$ cat src/rtl/serialize_arb.sv
// Merges ARGN strobe/ready argument channels into one {index, data} result stream
// through a DEPTH-entry FIFO, with barrier-round (MODE 0) or round-robin (MODE 1) arbitration.
module serialize_arb #(
    parameter int ARGW  = 16,
    parameter int ARGN  = 4,
    parameter int DEPTH = 4,
    parameter int MODE  = 0,
    localparam int IDXW = (ARGN > 1) ? $clog2(ARGN) : 1,
    localparam int AW   = $clog2(DEPTH),
    localparam int CW   = AW + 1
) (
    input  logic                 clk,
    input  logic                 rst,
    input  logic [ARGN-1:0]      arg_stb,
    input  logic [ARGN*ARGW-1:0] arg_dat,
    output logic [ARGN-1:0]      arg_rdy,
    output logic                 res_stb,
    output logic [IDXW+ARGW-1:0] res_dat,
    input  logic                 res_rdy,
    output logic [CW-1:0]        res_cnt,
    output logic                 rnd
);

    logic [ARGN-1:0]      msk_q, msk_d;
    logic [IDXW-1:0]      ptr_q, ptr_d;
    logic                 rnd_q, rnd_d;
    logic [IDXW+ARGW-1:0] mem_q [DEPTH];
    logic [AW-1:0]        wr_q, rd_q;
    logic [CW-1:0]        cnt_q;

    logic [ARGN-1:0]      cand;
    logic                 found;
    int                   s;
    logic [IDXW-1:0]      gidx;
    logic [ARGW-1:0]      wdat;
    logic                 full, push, pop;

    // Candidates are either unmasked requests, or requests rotated so bit 0 is ptr.
    always_comb begin
        cand  = (MODE == 0) ? (arg_stb & ~msk_q) : ARGN'({arg_stb, arg_stb} >> ptr_q);
        found = 1'b0;
        s     = 0;
        for (int j = ARGN - 1; j >= 0; j--) begin
            if (cand[j]) begin
                found = 1'b1;
                s     = j;
            end
        end
        if (MODE != 0) begin
            s = s + int'(ptr_q);
            if (s >= ARGN) s = s - ARGN;
        end
        gidx = IDXW'(s);
    end

    always_comb begin
        wdat = '0;
        for (int j = 0; j < ARGN; j++) begin
            if (int'(gidx) == j) wdat = arg_dat[j*ARGW +: ARGW];
        end
    end

    assign full    = (cnt_q == CW'(DEPTH));
    assign arg_rdy = (rst && !full && found) ? (ARGN'(1) << gidx) : '0;
    assign push    = |(arg_stb & arg_rdy);
    assign pop     = res_stb & res_rdy;

    always_comb begin
        msk_d = msk_q;
        ptr_d = ptr_q;
        rnd_d = 1'b0;
        if (push) begin
            if (MODE == 0) begin
                if ((msk_q | arg_rdy) == {ARGN{1'b1}}) begin
                    msk_d = '0;
                    rnd_d = 1'b1;
                end else begin
                    msk_d = msk_q | arg_rdy;
                end
            end
            ptr_d = (int'(gidx) + 1 >= ARGN) ? '0 : gidx + IDXW'(1);
        end
    end

    always_ff @(posedge clk) begin
        if (!rst) begin
            msk_q <= '0;
            ptr_q <= '0;
            rnd_q <= 1'b0;
            wr_q  <= '0;
            rd_q  <= '0;
            cnt_q <= '0;
        end else begin
            msk_q <= msk_d;
            ptr_q <= ptr_d;
            rnd_q <= rnd_d;
            if (push) begin
                mem_q[wr_q] <= {gidx, wdat};
                wr_q        <= wr_q + AW'(1);
            end
            if (pop) rd_q <= rd_q + AW'(1);
            case ({push, pop})
                2'b10:   cnt_q <= cnt_q + CW'(1);
                2'b01:   cnt_q <= cnt_q - CW'(1);
                default: cnt_q <= cnt_q;
            endcase
        end
    end

    // Empty FIFO presents zero so stale entries never leak out after reset.
    assign res_stb = (cnt_q != '0);
    assign res_dat = res_stb ? mem_q[rd_q] : '0;
    assign res_cnt = cnt_q;
    assign rnd     = rnd_q;

endmodule
$ cat config.mk
export PLATFORM = sky130hd
export DESIGN_NAME = serialize_arb
export DESIGN_NICKNAME = d
export VERILOG_FILES = /design/src/rtl/serialize_arb.sv
export SDC_FILE = /design/constraint.sdc
export NUM_CORES = 1
export LEC_CHECK = 0
export ABC_AREA = 1
export CAP_MARGIN = 10
export CORE_ASPECT_RATIO = 0.9
export CORE_MARGIN = 4
export CORE_UTILIZATION = 32
export DETAILED_ROUTE_END_ITERATION = 10
export PLACE_DENSITY = 0.58
export SYNTH_ARGS = -nofsm -noshare
export SYNTH_HDL_FRONTEND = slang
export SYNTH_SLANG_ARGS = --single-unit
$ cat constraint.sdc
create_clock -name clk -period 3.3 [get_ports clk]
set_input_delay 0.66 -clock clk [delete_from_list [all_inputs] [get_ports clk]]
set_output_delay 0.66 -clock clk [all_outputs]
set_load 0.01 [all_outputs]
==> impl_metrics.yaml <==
floorplan:
  pin_count: 98
  dieWidth_um: 127
  num_rows: 38
  die_h_um: 115
  die_area_um2: 14600
  fp.coreArea_um2: 12200
  start_util: 0.332
cts:
  path_clk_slew_ns: 0.06
  cts-resized-gates: 0
  cts_setup_buffers: 0
  cts.sinks: 86
  cts_buffer_depth: 2
  numCtsBuffers: 9
  clk-insertion-delay-late_ns: 0.34
  clockRootBuffer: "clkbuf_16"
  htreeDepth: 3
  hold_buffers: 0
  tritoncts: "yes"
timing:
  worst_pin_slew_ns: 0.625
  hold_slack_ns: 0.467
  max_freq_mhz: 334
  slew_headroom: 0.581
  totalNegativeSetupSlack_ns: 0
  finalCritPeriodShare: 0.908
  finalSetupViolCount: 0
  rsz0062_at_grt: "no"
  finalHoldViolCount: 0
  slew_viol_final: 0
  final.setup_skew_ns: 0.0103
  finalCriticalPeriod_ns: 3.00
worst_setup_path:
  slowest_delay_ns: 0.55
  rr_worst_depth: 14
  rrSetupSlack_ns: 1.01
  worstPathRequired_ns: 2.64
  worstReg2RegEnd: "res_cnt[2]"
  endpoint: "arg_rdy[1]"
  crit_arrival_ns: 2.34
  crit_path_start_kind: "input port"
  critPathKind: "input port to primary output"
  slowest_stage: "clkdlybuf4s50_1"
  cp_max_fo: 3
  crit_start: "arg_stb[3]"
  r2r_start: "msk_q[3]"
  cp_cell_sequence: "clkdlybuf4s50_1 -> inv_2 -> nor2_2 -> nand2_2 -> nand2_2 -> nand2_4 -> nor2_8 -> nand2_4 -> inv_1 -> clkdlybuf4s50_1"
  cp-end-kind: "primary output"
cells_and_area:
  drive_gt1_frac: 0.113
  syn_to_final_growth_pct: 37.2
  final_cell_mix: "clkdlybuf4s50_1, nor2_1, edfxtp_1"
  regArea_um2: 2440
  layout.nets: 594
  fill_cells: 1122
  multi_input_area_um2: 1420
  antennaDiodeCount: 0
  layout_commonest_cell: "clkdlybuf4s50_1"
logic_synthesis:
  ys_warn_count: 0
  synth_seq_cells: 86
  synth.distinct_cells: 27
  syn_avg_cell_area_um2: 9.86
  synthesis.area_um2: 4060
  yosysSeqAreaShare: 0.601
  syn_nets: 489
  syn_inst: 412
power_and_ir_drop:
  p_leak_nw: 2.06
  peakVddDrop_uv: 233
  switching_share: 0.340
  pwr-share-seq: 0.364
  p_int_w: 0.00263
  combPwrFrac: 0.375
  p_per_area_nw_per_um2: 714
  clkPwrFrac: 0.262
  p_sw_w: 0.00135
global_routing:
  grt_pass1_vias: 3314
  grt_pass1_wl_um: 16900
  overflow: 0
  grtUsageTotal: 0.148
  antenna_found_initial: 0
  grt_start_max_net_pins: 37
drt:
  initialDrtViolationCount: 158
  first_pass_iters: 4
  route.antenna.remaining_nets: 0
  drc_errors: 0
  via_per_inst: 4.76
  vias: 3247
  finalWirelength_um: 10600
  wire_per_inst_um: 15.5
run:
  max-cap-violations: 0
outcome:
  run_status: "finished, final reports clean"
placement:
  port-buffer-count: 97
  dp_hpwl_um: 7410
  place.gp.congestion: 0.819
min_path:
  hp-class: "register to register"
==> layer usage <==
layer,track usage,vias up,part of all wire
met3,0.0423,8,0.062
met4,0.0450,0,0.010
met2,0.241,105,0.47
li1,-,1619,-
met5,0,-,0
met1,0.192,1515,0.46
==> layout make-up <==
cell class                      instances  area share
Inverter                               29      0.0195
Tap cell                              160      0.0359
Timing Repair Buffer                  112       0.195
Sequential cell                        86       0.438
Clock inverter                          7      0.0159
Clock buffer                            9      0.0404
Multi-Input combinational cell        279       0.255
==> stage by stage <==
step	utilization	setup WS (ns)	instances	total power, W	instance area (µm²)
3_5_place_dp	0.430	0.285	666	0.00298	5260
4_1_cts	0.456	0.219	682	0.00403	5570
3_3_place_gp	0.430	0.326	666	0.00295	5260
2_1_floorplan	-	0.899	412	0.00225	4060
5_1_grt	0.456	0.115	682	0.00423	5570
6_report	0.456	0.304	682	0.00398	5570
==> power by group through the flow <==
stage	Combinational, W	Sequential (W)	Clock (W)
floorplan	0.000791	0.00146	0
global placement	0.00148	0.00147	0
detailed placement	0.00151	0.00147	0
CTS	0.00152	0.00145	0.00106
global route	0.00165	0.00146	0.00112
finish	0.00149	0.00145	0.00104
==> sequential cells by signal, indices dropped and copies added (netlist names), named ones only <==
name     count
rd_q         2
mem_q       72
msk_q        4
wr_q         2
res_cnt      3
rnd          1
==> cells in the mapped netlist, drive strengths merged <==
cell,instances,area (µm²)
nand3,19,118
nand2,74,350
dfxtp,14,280
fa,1,20.0
buf,12,66.3
clkinv,2,7.51
o21ai,48,240
ha,5,62.6
inv,27,101
a21oi,32,171
nor2,84,359
clkbuf,6,22.5
nand4,16,100
edfxtp,72,2160
==> worst min-delay path by stage <==
stage	start	slack, ns	end	depth (start not counted)
global placement	rd_q[0]	0.45	rd_q[0]	1
floorplan	rd_q[1]	0.44	register	2
CTS	rd_q[1]	0.47	register	2
detailed placement	rd_q[1]	0.46	rd_q[1]	2
finish	rd_q[1]	0.47	register	2
global route	rd_q[1]	0.51	register	2
==> cells by family (layout without fill, tap and decap cells) <==
family / count (synthesis) / after routing / share of synthesized area
buf+inv: 47 / 157 / 0.0487
simple gates: 193 / 193 / 0.228
fa+ha+maj: 6 / 6 / 0.0203
flops: 86 / 86 / 0.601
compound gates: 80 / 80 / 0.101
==> worst max-delay path: cells and delay by family <==
family	cells	cell delay, ns
AND/OR/NAND/NOR	6	0.50
buffers and inverters	4	1.19
Note: power is estimated with default switching activity, not from simulation.
